File: src/rtl/int_to_fp32_pipe.sv
// int_to_fp32_pipe: 3-stage integer to IEEE-754 binary32 converter.
// Define ITF_RMODE_EN to honour rnd_mode; otherwise RNE is hard-wired.
module int_to_fp32_pipe #(
    parameter int INT_WIDTH = 32,
    parameter int LZC_W     = $clog2(INT_WIDTH)
) (
    input  logic                 clk,
    input  logic                 rst_n,
    input  logic                 in_valid,
    output logic                 in_ready,
    input  logic [INT_WIDTH-1:0] in_data,
    input  logic                 in_signed,
    input  logic [1:0]           rnd_mode,
    output logic                 out_valid,
    input  logic                 out_ready,
    output logic [31:0]          out_data,
    output logic                 out_inexact,
    output logic                 out_zero
);

    localparam int W = INT_WIDTH;

    logic w_en;
    logic w_sign;
    logic [W:0] w_abs_full;
    logic [LZC_W-1:0] w_lz;
    logic [W+23:0] w_ext;
    logic [22:0] w_mant;
    logic w_g, w_r, w_s, w_rne, w_up;
    logic [23:0] w_sum;
    logic [7:0] w_exp;

    logic r1_v, r1_sign, r1_zero;
    logic [W-1:0] r1_abs;
    logic r2_v, r2_sign, r2_zero;
    logic [W-1:0] r2_norm;
    logic [7:0] r2_exp;
    logic r3_v;
    logic [31:0] r_out_data;
    logic r_out_inexact, r_out_zero;

`ifdef ITF_RMODE_EN
    logic [1:0] r1_rm, r2_rm;
    logic w_unused;
    assign w_unused = ^{w_abs_full[W], w_ext[W+23]};
`else
    logic w_unused;
    assign w_unused = ^{rnd_mode, w_abs_full[W], w_ext[W+23]};
`endif

    assign w_en        = !r3_v | out_ready;
    assign in_ready    = w_en;
    assign out_valid   = r3_v;
    assign out_data    = r_out_data;
    assign out_inexact = r_out_inexact;
    assign out_zero    = r_out_zero;

    // Magnitude at W+1 bits so the most-negative input stays representable
    assign w_sign     = in_signed & in_data[W-1];
    assign w_abs_full = w_sign ? (-{in_data[W-1], in_data})
                               : {1'b0, in_data};

    // Stage 1 register: sign, magnitude, zero flag
    always_ff @(posedge clk or negedge rst_n) begin
        if (!rst_n) begin
            r1_v    <= 1'b0;
            r1_sign <= 1'b0;
            r1_zero <= 1'b0;
            r1_abs  <= '0;
`ifdef ITF_RMODE_EN
            r1_rm   <= 2'b00;
`endif
        end else if (w_en) begin
            r1_v <= in_valid;
            if (in_valid) begin
                r1_sign <= w_sign;
                r1_zero <= (in_data == '0);
                r1_abs  <= w_abs_full[W-1:0];
`ifdef ITF_RMODE_EN
                r1_rm   <= rnd_mode;
`endif
            end
        end
    end

    // Leading-zero count: the highest set bit wins
    always_comb begin
        w_lz = '0;
        for (int i = 0; i < W; i++) begin
            if (r1_abs[i]) w_lz = LZC_W'(W - 1 - i);
        end
    end

    // Stage 2 register: normalised magnitude and unbiased exponent
    always_ff @(posedge clk or negedge rst_n) begin
        if (!rst_n) begin
            r2_v    <= 1'b0;
            r2_sign <= 1'b0;
            r2_zero <= 1'b0;
            r2_norm <= '0;
            r2_exp  <= '0;
`ifdef ITF_RMODE_EN
            r2_rm   <= 2'b00;
`endif
        end else if (w_en) begin
            r2_v <= r1_v;
            if (r1_v) begin
                r2_sign <= r1_sign;
                r2_zero <= r1_zero;
                r2_norm <= r1_abs << w_lz;
                r2_exp  <= 8'(W - 1) - 8'(w_lz);
`ifdef ITF_RMODE_EN
                r2_rm   <= r1_rm;
`endif
            end
        end
    end

    // Mantissa extraction, G/R/S and rounding
    always_comb begin
        w_ext  = {r2_norm, 24'b0};
        w_mant = w_ext[W+22 -: 23];
        w_g    = w_ext[W-1];
        w_r    = w_ext[W-2];
        w_s    = |w_ext[W-3:0];
        w_rne  = w_g & (w_r | w_s | w_mant[0]);
        w_up   = w_rne;
`ifdef ITF_RMODE_EN
        unique case (r2_rm)
            2'b00: w_up = w_rne;
            2'b01: w_up = 1'b0;
            2'b10: w_up = !r2_sign & (w_g | w_r | w_s);
            2'b11: w_up = r2_sign & (w_g | w_r | w_s);
        endcase
`endif
        w_sum = {1'b0, w_mant} + 24'(w_up);
        w_exp = 8'd127 + r2_exp + {7'b0, w_sum[23]};
    end

    // Stage 3 register: packed result held while stalled
    always_ff @(posedge clk or negedge rst_n) begin
        if (!rst_n) begin
            r3_v          <= 1'b0;
            r_out_data    <= '0;
            r_out_inexact <= 1'b0;
            r_out_zero    <= 1'b0;
        end else if (w_en) begin
            r3_v <= r2_v;
            if (r2_v) begin
                if (r2_zero) begin
                    r_out_data    <= '0;
                    r_out_inexact <= 1'b0;
                    r_out_zero    <= 1'b1;
                end else begin
                    r_out_data    <= {r2_sign, w_exp, w_sum[22:0]};
                    r_out_inexact <= w_g | w_r | w_s;
                    r_out_zero    <= 1'b0;
                end
            end
        end
    end

endmodule

File: config.mk
export PLATFORM = sky130hd
export DESIGN_NAME = int_to_fp32_pipe
export DESIGN_NICKNAME = d
export VERILOG_FILES = /design/src/rtl/int_to_fp32_pipe.sv
export SDC_FILE = /design/constraint.sdc
export NUM_CORES = 1
export LEC_CHECK = 0
export CAP_MARGIN = 30
export CORE_AREA = 2 2 111 113
export CTS_CLUSTER_DIAMETER = 50
export DETAILED_ROUTE_END_ITERATION = 12
export DIE_AREA = 0 0 113 115
export DONT_BUFFER_PORTS = 1
export GPL_ROUTABILITY_DRIVEN = 0
export MAX_ROUTING_LAYER = met4
export PLACE_DENSITY = 0.72
export SYNTH_ARGS = -nofsm -noshare
export SYNTH_HDL_FRONTEND = slang
export SYNTH_SLANG_ARGS = --single-unit
File: constraint.sdc
create_clock -name clk -period 7.5 [get_ports clk]
set_clock_uncertainty 0.2 [all_clocks]
set_input_delay 1.5 -clock clk [delete_from_list [all_inputs] [get_ports clk]]
set_output_delay 1.5 -clock clk [all_outputs]
set_load 0.01 [all_outputs]
# After elaboration in Yosys (flattened, before gate mapping)
# Index checks and enable logic that the tools add are counted.
[totals]
register_bits = 112
input_bits = 39
output_inout_bits = 36
wordCells = 68
[op_classes]
add_sub_neg = 5
n_shift = 1
mux = 36
n_bitwise = 7
reduce_logical = 6
[ops]
columns = ["operator", "count"]
rows = [
  ["$mux W5", 32],
  ["$mux W32", 2],
  ["$logic_not A32 Y1", 1],
  ["$neg A32 Y32", 1],
  ["$shl A32 B5 Y31", 1],
  ["$add A23 B1 Y24", 1],
  ["$add A7 B8 Y8 const A", 1],
  ["$add A8 B1 Y8", 1],
  ["$reduce_and A2 Y1", 3],
  ["$reduce_or A6 Y1", 1],
  ["$sub A5 B5 Y6 const A", 1],
  ["$or A1 B1 Y1", 5],
  ["$and A1 B1 Y1", 2],
  ["$mux W1", 2],
  ["$logic_not A1 Y1", 1],
]

# Depth between registers and ports, before layout
# Gate-level depths: netlist (run 1).
[logic_depth]
word_depth = 33
depth_mapped = 12
mapped_depth_nobuf = 11

# Worst setup path before layout (run 1)
# OpenSTA, ideal clock, no wires.
[synth_timing]
path_type = "input-to-reg"
startpoint = "in in_data[0]"
endpoint = "reg r1_abs[28]"
setup_time_ns = 0.131
t_arrival_ns = 3.581
required_ns = 7.169
slack_ns = 3.588
path_stages = 11
path_buffers = 0
cell_sequence = "inv_1 ha_1 or3b_1 or3_1 nor2_1 nand2_1 nor3_2 nand2_1 o41ai_1 xor2_1 o21ai_1"
[synth_between]
elab_chain_cells = 2
[synth_lines]
columns = ["element", "line_no", "rtl"]
rows = [
  ["from (decl)", "11", "input logic [INT_WIDTH-1:0] in_data,"],
  ["$neg A32 Y32", "60", "assign w_abs_full = w_sign ? (-{in_data[W-1], in_data})"],
  ["$mux W32", "60", ""],
  ["to (signal assigned)", "78", "r1_abs <= w_abs_full[W-1:0];"],
  ["to (decl)", "34", "logic [W-1:0] r1_abs;"],
]
# No other way between the ends.
# A chain may end at the register's enable or synchronous reset.

# Worst setup path in the final report (run 1)
# Same ends and word-level chain as after synthesis.

==> results of run 1 <==
worst max path at each step:
stage	to	from	cells after the start	slack, ps
final	r1_abs[28]	in_data[0]	11	3620
after detailed placement	r1_abs[28]	in_data[0]	11	3270
after floorplan	r1_abs[28]	in_data[0]	11	3590
after CTS	r1_abs[28]	in_data[0]	11	3630
after global placement	r1_abs[28]	in_data[0]	11	3360
after global routing	r1_abs[28]	in_data[0]	11	3410
kinds of logic (layout without fill, tap and decap cells):
group,count (synthesis),count (layout),share of synthesized area [%]
xor+xnor,53,53,6.939
fa+ha+maj,4,4,0.7481
compound gates,176,176,17.00
mux,76,76,11.63
flops,109,109,40.77
simple gates,284,284,19.23
buf+inv,54,37,3.684
layout make-up:
class	instances	area [µm²]	area share (%)
repair buffers	5	50.05	0.7068
inverters	16	60.06	0.8482
flip-flops and latches	109	2728	38.52
well taps	147	183.9	2.598
clock buffers	9	225.2	3.181
multi-input cells	593	3727	52.64
clock inverters	7	106.4	1.502
Yosys cell counts (3+ instances only):
| master | n |
|---|---|
| ha_1 | 4 |
| mux2_2 | 11 |
| o22ai_1 | 3 |
| a2bb2oi_1 | 3 |
| o41ai_1 | 4 |
| xor2_1 | 32 |
| nor2_1 | 56 |
| buf_2 | 4 |
| a22oi_1 | 5 |
| a221o_1 | 10 |
| or4_1 | 5 |
| inv_1 | 15 |
| and3_1 | 6 |
| nand2_1 | 138 |
| o21ai_1 | 5 |
| xnor2_1 | 21 |
| a22o_1 | 6 |
| dfrtp_1 | 109 |
| nor3_2 | 3 |
| clkbuf_1 | 29 |
| nand3_1 | 19 |
| and2_1 | 8 |
| nor3_1 | 14 |
| mux2i_1 | 64 |
| a31oi_1 | 3 |
| o31ai_1 | 11 |
| or3_1 | 6 |
| a21oi_1 | 16 |
| o21ai_0 | 81 |
| nor4_1 | 8 |
| a21o_1 | 3 |
| nand2b_1 | 8 |
cell usage in the layout (no fill, tap or decap), types with 4 or more instances in the layout:
cell type / instances
buf_4: 4
dfrtp_1: 109
or3_1: 6
clkbuf_16: 9
o41ai_1: 4
nand2b_1: 8
xor2_1: 32
and3_1: 6
a221o_1: 10
o21ai_1: 5
a22o_1: 6
o31ai_1: 11
nor2_1: 56
and2_1: 8
inv_1: 15
or4_1: 5
a22oi_1: 5
ha_1: 4
nand3_1: 19
nand2_1: 138
mux2i_1: 64
o21ai_0: 81
nor3_1: 14
xnor2_1: 21
mux2_2: 11
nor4_1: 8
a21oi_1: 16
stage by stage:
stage                     cells  power [mW]  util [%]
final                       886       2.735     59.95
after CTS                   885       2.718     59.78
after global placement      869       2.153     56.97
after floorplan             756       1.923         -
after detailed placement    869       2.193     56.97
after global routing        886       2.923     59.95
registers in the layout (all words and copies together) (netlist names):
register / cells
r2_zero: 1
out_zero: 1
r2_v: 1
r1_zero: 1
r2_sign: 1
out_inexact: 1
out_valid: 1
r2_exp: 5
r2_norm: 31
r1_v: 1
r1_abs: 32
out_data: 32
r1_sign: 1
power groups by stage:
stage	Clock [mW]	Sequential [mW]	Combinational, mW
after floorplan	0	0.992	0.931
after global placement	0	1.05	1.10
after detailed placement	0	1.06	1.13
after CTS	0.529	1.05	1.14
after global routing	0.552	1.09	1.28
final	0.519	1.06	1.16
worst register-to-register path, stage by stage, from the launching register on:
cell      delay, ps
dfrtp_1         450
nor4_1          540
nand3_1         270
a211oi_2        630
nor2_1          260
nand2_1         360
nor2_1          110
a22oi_1         250
o221ai_1        160
a211o_1         290
routing by layer:
layer | track usage, % | wire, µm | vias up
met5 | - | 0 | -
met4 | 9.593 | 391 | 0
met3 | 4.217 | 828 | 36
met2 | 40.16 | 7140 | 190
met1 | 32.09 | 6763 | 2539
li1 | - | - | 2643
==> metrics.md, run 1 <==
| Metric | Value |
|---|---|
| Outcome | `finished, violations left` |
| Failing checks | `design-rule violations` |
| Pin count of the biggest net entering global routing | `110` |
| Family with the most delay on the worst path | `simple AND/OR/NAND/NOR gates` |
| Clock sink total | `roughly 110` |
| Row count | `40` |
| Via Count | `5408` |
| Yosys cell types | `66` |
| ANT cells | `0` |
| Worst reg2reg setup slack | `3890 ps` |
| Nets@finish | `777` |
| Critical Path, Cell by Cell | `inv_1 > ha_1 > or3b_1 > or3_1 > nor2_1 > nand2_1 > nor3_2 > nand2_1 > o41ai_1 > xor2_1 > o21ai_1` |
| PostCTS Resize Cnt | `0` |
| Worst path slowest cell | `o41ai_1` |
| Gr ovfl total | `0` |
| Postcts setup bufs | `0` |
| Sequential share of power | `38.6%` |
| Worst setup path class | `input port to flip-flop` |
| First-pass GRT wire length | `approximately 26 mm` |
| FFs w/ async S/R, synth | `100.0%` |
| Drt pass-1 iters | `9` |
| Vias in the first global route | `roughly 5300` |
| Largest cells by area after synthesis | `dfrtp_1 (41%), mux2i_1 (9.6%), nand2_1 (7.7%)` |
| # hold bufs at CTS | `0` |
| WP buf/inv | `1` |
| Die W | `113 µm` |
| Pint | `1.581 mW` |
| Num ports | `75` |
| Ys flop type | `dfrtp_1` |
| Syn Nets | `799` |
| Final setup fails | `0` |
| Total track usage | `25.05%` |
| Htree depth | `3` |
| Clk network pwr share | `between 10% and 20%` |
| Crit. End Element | `flip-flop` |
| Fin crit period | `a little under 4000 ps` |
| Switching power | `1.153 mW` |
| Share of cells above drive strength 1 | `about 6.4%` |
| Worst setup SP type | `input port` |
| Max_cap viols | `0` |
| Post-DP Area | `6729 µm²` |
| Vias per inst | `6.104` |
| Hold Startpoint | `r2_sign` |
| Sw Ratio | `42.18%` |
| P&R area growth vs syn | `5.835%` |
| Setup ws final | `3618 ps` |
| Syn_area_per_cell | `8.849 µm²` |
| Final Hold Fails | `0` |
| Skew-Pair Late Insertion Delay | `350 ps` |
| WHS Endpoint | `r2_sign` |
| Initial antenna violation count | `0` |
| FF-to-FF Start | `r1_abs[24]` |
| HPWL Detailed | `11.37 mm` |
| Worst Reg-to-Reg Cells | `9` |
| Detailed router's first-iteration violation count | `292` |
| CP arrival | `roughly 3900 ps` |
| Fin crit share | `51.76%` |
| Seq/Total Area, Yosys | `between 40% and 50%` |
| Post-synth EDFFs | `0` |
| Routed Antenna Nets | `0` |
| Die ar. | `13000 µm²` |
| Part of the power in combinational logic | `roughly 42%` |
| Initial Utilization | `between 50% and 60%` |
| Chip height | `115 µm` |
| Cell repeated most along the worst path | `nand2_1` |
| Num CTS Buffers | `9` |
| Synth top area share | `40.77%` |
| Max-slew violations | `0` |
| Crit-path max cell delay | `410 ps` |
| Crit-path max FO | `5` |
| Worst relative slew slack | `29.81%` |
| Leakage power | `3.087 nW` |
| Post-synthesis cell area | `6690 µm²` |
| Yosys Warn Count | `0` |
| Drt drc | `7` |
| Port Buffers | `0` |
| Reg-to-Reg End | `r2_norm[28]` |
| Wire per inst | `approximately 17 µm` |
| Place WS | `3266 ps` |
| Max frequency | `0.2576 GHz` |
| Cells after Synth | `756` |
| Worst hold slack | `288.4 ps` |
| Fill count | `around 1100` |
| Pwr dens | `386.2 nW/µm²` |
| Total negative slack | `0 ps` |
| Core ar. | `roughly 12000 µm²` |
| Design Area, Final | `7081 µm²` |
| Max rail drop VDD | `0.0001427 V` |
| Worst-path clk slew | `70 ps` |
| Worst path required time | `about 7500 ps` |
| Hold Path Depth | `2` |
| Actual slew at the worst max-slew pin | `1050 ps` |
| Yosys top cell by area | `dfrtp_1` |
| RSZ-0062 raised after global routing | `false` |
| Max Root-Sink Buffers | `2` |
| Drt total wl | `15.12 mm` |
| Flop and latch count out of synthesis | `~110` |
| Min-delay worst type | `flip-flop to flip-flop` |
| Clock tree from TritonCTS | `built` |
| Clk root buf | `clkbuf_16` |
(Power assumes the default switching activity.)
==> inputs of run 2 (changes only) <==
--- a/config.mk
+++ b/config.mk
@@ -13,7 +13,7 @@
 export DONT_BUFFER_PORTS = 1
 export GPL_ROUTABILITY_DRIVEN = 0
 export MAX_ROUTING_LAYER = met4
-export PLACE_DENSITY = 0.72
+export PLACE_DENSITY = 0.75
 export SYNTH_ARGS = -nofsm -noshare
 export SYNTH_HDL_FRONTEND = slang
 export SYNTH_SLANG_ARGS = --single-unit
==> constraint.sdc (replaced) <==
create_clock -name clk -period 3.2 [get_ports clk]
set_clock_uncertainty 0.2 [all_clocks]
set_input_delay 0.64 -clock clk [delete_from_list [all_inputs] [get_ports clk]]
set_output_delay 0.64 -clock clk [all_outputs]
set_load 0.01 [all_outputs]
==> run 2 against run 1 <==
Effect of this change: the run ends with design-rule violations, negative hold slack left; count of clock-buffer cells in the layout did not move; flip-flop and latch count unchanged; sequential power grew 130%; critical path depth fell by 1; power rose to 2.5 times the previous value; register-to-register slack lost 3800 ps; cell count is 5.0% higher; routed wire length rose by 6.2%; design area up 6.4%; largest cell class unchanged.
==> metrics.md, run 2 (synthesis gave the netlist of run 1 again) <==
| Metric | Value |
|---|---|
| Most common cell after layout, fill and taps aside | `nand2_1` |
| First-pass GRT wire length | `~26 mm` |
| GR Layer Usage met2 | `41.00%` |
| Port Buffers | `0` |
| Worst hold slack | `-231.3 ps` |
| Fill count | `986` |
| Worst setup startpoint | `r1_abs[11]` |
| Gr ovfl total | `0` |
| Initial Utilization | `roughly 57%` |
| Worst relative slew slack | `60.23%` |
| Pwr dens | `913.2 nW/µm²` |
| Skew-Pair Late Insertion Delay | `360 ps` |
| Wire per inst | `~17 µm` |
| Worst Reg-to-Reg Cells | `10` |
| Via Count | `5597` |
| Leakage power | `3.273 nW` |
| Pin count of the biggest net entering global routing | `between 100 and 150` |
| Worst setup path class | `flip-flop to flip-flop` |
| Clock sink total | `109` |
| Routed Antenna Nets | `0` |
| Final Hold Fails | `109` |
| Num CTS Buffers | `9` |
| Drt drc | `10` |
| Die W | `113 µm` |
| Max_cap viols | `0` |
| Failing checks | `design-rule violations, negative hold slack` |
| Total track usage | `25.66%` |
| Die ar. | `13000 µm²` |
| ANT cells | `0` |
| Met1 Use GR | `32.49%` |
| Max Root-Sink Buffers | `2` |
| Final setup fails | `0` |
| Actual slew at the worst max-slew pin | `594.4 ps` |
| Crit-path max FO | `14` |
| Max frequency | `0.3172 GHz` |
| Busiest grt layer | `met2` |
| Min-delay worst type | `input port to async pin` |
| Power Total | `6.877 mW` |
| Clock tree from TritonCTS | `built` |
| Nets@finish | `~800` |
| Num ports | `75` |
| Worst setup SP type | `flip-flop` |
| Max rail drop VDD | `0.0003924 V` |
| Met3 Usage GRT | `between 3 and 4%` |
| Row count | `40` |
| Max-slew violations | `0` |
| Setup ws final | `between 40 and 50 ps` |
| Place WS | `-11.85 ps` |
| Chip height | `115 µm` |
| Vias in the first global route | `~5600` |
| Vias per inst | `6.018` |
| Share of cells above drive strength 1 | `between 10 and 15%` |
| Worst path required time | `3250 ps` |
| Worst reg2reg setup slack | `around 47 ps` |
| FF-to-FF Start | `r1_abs[11]` |
| End of the critical path | `r2_norm[28]` |
| RSZ-0062 raised after global routing | `true` |
| Initial antenna violation count | `0` |
| Critical Path, Cell by Cell | `or3_1 > a221o_1 > a21oi_2 > o221ai_4 > buf_12 > mux2i_2 > mux2i_2 > mux2i_2 > o221ai_1 > a211o_1` |
| Most frequent cells in the layout | `nand2_1 (138), dfrtp_1 (107), o21ai_0 (81), nor2_1 (56), mux2i_1 (47)` |
| Inst Count DP | `902` |
| Worst path slowest cell | `dfrtp_2` |
| Core ar. | `11810 µm²` |
| Detailed router's first-iteration violation count | `420` |
| Cell repeated most along the worst path | `mux2i_2` |
| HPWL Detailed | `11.77 mm` |
| Fin cells | `930` |
| Crit. End Element | `flip-flop` |
| CP arrival | `around 3200 ps` |
| Outcome | `finished, violations left` |
| Total negative slack | `0 ps` |
| Drt total wl | `16.06 mm` |
| Worst-path clk slew | `80 ps` |
| Crit-path max cell delay | `440 ps` |
| Reg-to-Reg End | `r2_norm[28]` |
| Clk root buf | `clkbuf_16` |
| Drt pass-1 iters | `9` |
| Htree depth | `3` |
| Fin crit period | `approximately 3200 ps` |
| P&R area growth vs syn | `12.57%` |
| End-of-flow core utilization | `63.76%` |
| Fin crit share | `98.52%` |
==> run 2: how the worst min path moves through the flow <==
stage	endpoint	slack, ps	depth (start not counted)
finish	out_data[19]	-230	0
detailed placement	out_data[19]	150	0
global placement	out_data[28]	150	0
floorplan	out_data[0]	140	0
global route	out_data[22]	-250	0
CTS	out_data[19]	-240	0
==> run 2: where the power goes <==
part | leakage [nW] | internal [mW] | switching, mW
clock | 0.155 | 0.627 | 0.542
combinational | 1.76 | 1.48 | 1.77
sequential | 1.36 | 1.88 | 0.586
==> run 2: worst max-delay path, delay by kind of cell (launching register included) <==
family                 cells  cell delay (ps)
AO/OA/AOI/OAI              5             1180
multiplexers               3              640
flip-flops                 1              440
AND/OR/NAND/NOR            1              380
buffers and inverters      1              210
==> run 2: repair_timing <==
action	4_1_cts	5_1_grt
setup endpoints to repair	0	10
endpoints found under the hold margin	109	109
resized for setup	0	24
setup buffers	0	10
==> run 2: stage by stage <==
stage	hold WS [ps]	area (µm²)
after floorplan	144.4	6690
final	-231.3	7531
after global routing	-245.6	7531
after detailed placement	146.6	7005
after CTS	-235.0	7320
after global placement	147.7	6994
==> run 2: metal layers <==
layer,up-vias,part of all wire (%)
met5,-,0
met2,220,47
li1,2726,-
met1,2600,44
met4,0,3.1
met3,51,5.4
==> run 2: layout make-up <==
class | instances | area [µm²] | area share (%)
sequential | 109 | 2730 | 36.25
clock buffer | 9 | 225.2 | 2.991
multi-input combinational | 593 | 3825 | 50.79
timing repair buffer | 49 | 417.9 | 5.549
clock inverter | 7 | 88.84 | 1.180
tap | 147 | 183.9 | 2.442
inverter | 16 | 60.06 | 0.7975
==> inputs of run 3 (changes only) <==
--- a/config.mk
+++ b/config.mk
@@ -6,14 +6,17 @@
 export NUM_CORES = 1
 export LEC_CHECK = 0
 export CAP_MARGIN = 30
-export CORE_AREA = 2 2 111 113
+export CELL_PAD_IN_SITES_DETAIL_PLACEMENT = 0
+export CELL_PAD_IN_SITES_GLOBAL_PLACEMENT = 1
+export CORE_AREA = 2 2 127 129
 export CTS_CLUSTER_DIAMETER = 50
 export DETAILED_ROUTE_END_ITERATION = 12
-export DIE_AREA = 0 0 113 115
+export DIE_AREA = 0 0 129 131
 export DONT_BUFFER_PORTS = 1
 export GPL_ROUTABILITY_DRIVEN = 0
+export HOLD_SLACK_MARGIN = 0.05
 export MAX_ROUTING_LAYER = met4
-export PLACE_DENSITY = 0.75
+export PLACE_DENSITY_LB_ADDON = 0.1
 export SYNTH_ARGS = -nofsm -noshare
 export SYNTH_HDL_FRONTEND = slang
 export SYNTH_SLANG_ARGS = --single-unit
==> run 3 against run 2 <==
Effect of this change: the flow finishes with violations (negative hold slack); combinational power up 6.2%; critical path type unchanged; routed wire length up 8.7%; non-clock buffer count up 8; design area up 3.2%; maximum frequency down 1.1%.
==> metrics.md, run 3 (synthesis gave the netlist of run 1 again) <==
| Metric | Value |
|---|---|
| Outcome | `finished, violations left` |
| Failing checks | `negative hold slack` |
| Worst path required time | `~3300 ps` |
| Total track usage | `21.78%` |
| Gr ovfl total | `0` |
| Skew-Pair Late Insertion Delay | `between 300 and 400 ps` |
| Min-delay worst type | `input port to async pin` |
| HPWL Detailed | `about 13 mm` |
| Drt drc | `0` |
| Drt total wl | `17.46 mm` |
| Port Buffers | `0` |
| Clk root buf | `clkbuf_16` |
| Clock tree from TritonCTS | `built` |
| Max-slew violations | `0` |
| Fin crit period | `3187 ps` |
| Vias per inst | `5.461` |
| Drt pass-1 iters | `5` |
| Pin count of the biggest net entering global routing | `110` |
| Detailed router's first-iteration violation count | `378` |
| Share of cells above drive strength 1 | `between 10% and 20%` |
| Crit. End Element | `flip-flop` |
| Worst relative slew slack | `36.05%` |
| Leakage power | `roughly 3.3 nW` |
| End-of-flow core utilization | `49.82%` |
| Fin cells | `1007` |
| Htree depth | `3` |
| Reg-to-Reg End | `r2_norm[28]` |
| Clock sink total | `109` |
| Most common cell after layout, fill and taps aside | `nand2_1` |
| Inst Count DP | `986` |
| Pwr dens | `913.5 nW/µm²` |
| Initial antenna violation count | `0` |
| Max Root-Sink Buffers | `2` |
| Worst hold slack | `-234.9 ps` |
| P&R area growth vs syn | `16.14%` |
| Via Count | `5499` |
| Worst setup path class | `flip-flop to flip-flop` |
| Actual slew at the worst max-slew pin | `approximately 960 ps` |
| RSZ-0062 raised after global routing | `true` |
| Part of the power in combinational logic | `48.6%` |
| Chip height | `131 µm` |
| Initial Utilization | `42.89%` |
| Worst reg2reg setup slack | `10 ps` |
| Clk network pwr share | `16.8%` |
| Num CTS Buffers | `9` |
| Final Hold Fails | `109` |
| Worst Reg-to-Reg Cells | `10` |
| Row count | `46` |
| CP arrival | `3240 ps` |
| Routed Antenna Nets | `0` |
| Die W | `129 µm` |
| Max_cap viols | `0` |
| Fin crit share | `99.58%` |
| Power Total | `7.098 mW` |
| Max rail drop VDD | `0.0003722 V` |
| Core ar. | `between 15000 and 20000 µm²` |
| Sw Ratio | `41.97%` |
| FF-to-FF Start | `r1_abs[11]` |
| Crit-path max FO | `14` |
| ANT cells | `0` |
| Max frequency | `0.3138 GHz` |
| Final setup fails | `0` |
| Wire per inst | `17.33 µm` |
| Pint | `slightly above 4 mW` |
| Switching power | `2.979 mW` |
| Nets@finish | `~830` |
| Die ar. | `16900 µm²` |
| Num ports | `75` |
| Vias in the first global route | `5483` |
| Worst-path clk slew | `approximately 80 ps` |
| Sequential share of power | `34.6%` |
| Worst setup SP type | `flip-flop` |
| Most frequent cells in the layout | `nand2_1 (137), dfrtp_1 (106), o21ai_0 (81), nor2_1 (55), buf_4 (51)` |
| First-pass GRT wire length | `around 28 mm` |
[run 3: changes by cell type in the layout (fill, tap and decap cells not counted), sizes merged]
| cell | delta |
|---|---|
| clkinv | -1 |
| inv | -1 |
| buf | +7 |
| clkbuf | +1 |
| clkinvlp | +2 |
[run 3: timing repair]
action | CTS | global route
pin swaps | 0 | 5
gates cloned | 0 | 2
setup buffers | 0 | 3
endpoints found under the hold margin | 109 | 109
setup endpoints to repair | 1 | 10
resized for setup | 1 | 37
[run 3: how the worst max path moves through the flow]
stage | cells after the start | from | to | slack [ps]
2_1_floorplan | 11 | in_data[0] | r1_abs[28] | 150
3_3_place_gp | 11 | in_data[0] | r1_abs[28] | -50
3_5_place_dp | 11 | in_data[0] | r1_abs[28] | -100
4_1_cts | 10 | r1_abs[13] | r2_norm[28] | 5
5_1_grt | 10 | r1_abs[11] | r2_norm[19] | -60
6_report | 10 | r1_abs[11] | r2_norm[28] | 10
[run 3: layer usage]
metal  track usage, %  wire (µm)
met1            28.15       8062
met2            34.80       8301
met3            2.565        626
met4            9.399        465
met5                -          0
[run 3: area by class of cell]
class | count | area (µm²)
multi-input cells | 593 | 3897
inverters | 16 | 60.06
clock inverters | 7 | 81.33
flip-flops and latches | 109 | 2731
repair buffers | 57 | 504.2
clock buffers | 9 | 225.2
well taps | 216 | 270.3
fillers | 1495 | 7828
[run 3: power by group through the flow]
stage	Sequential, mW	Combinational (mW)	Clock, mW
after floorplan	2.32	2.18	0
after global placement	2.45	3.05	0
after detailed placement	2.47	3.10	0
after CTS	2.44	3.12	1.21
after global routing	2.54	3.78	1.27
final	2.46	3.45	1.19
[run 3: worst max-delay path, cell delays in order, from the launching register on]
cell,delay [ps]
dfrtp_2,440
or3_4,390
a221o_1,280
a21oi_2,210
o221ai_4,200
clkbuf_16,250
mux2i_1,200
mux2i_1,140
mux2i_2,270
o221ai_1,200
a211o_1,290
[run 3: per-stage QoR]
stage          instance area, µm²  TNS, ps  worst slack (ps)  hold WS (ps)
3_5_place_dp                 7219   -99.76            -99.76         147.4
5_1_grt                      7770   -155.1            -61.80        -245.9
4_1_cts                      7530        0             5.464        -244.9
2_1_floorplan                6690        0             148.0         144.4
6_report                     7770        0             13.32        -234.9
3_3_place_gp                 7208   -58.29            -48.44         147.1
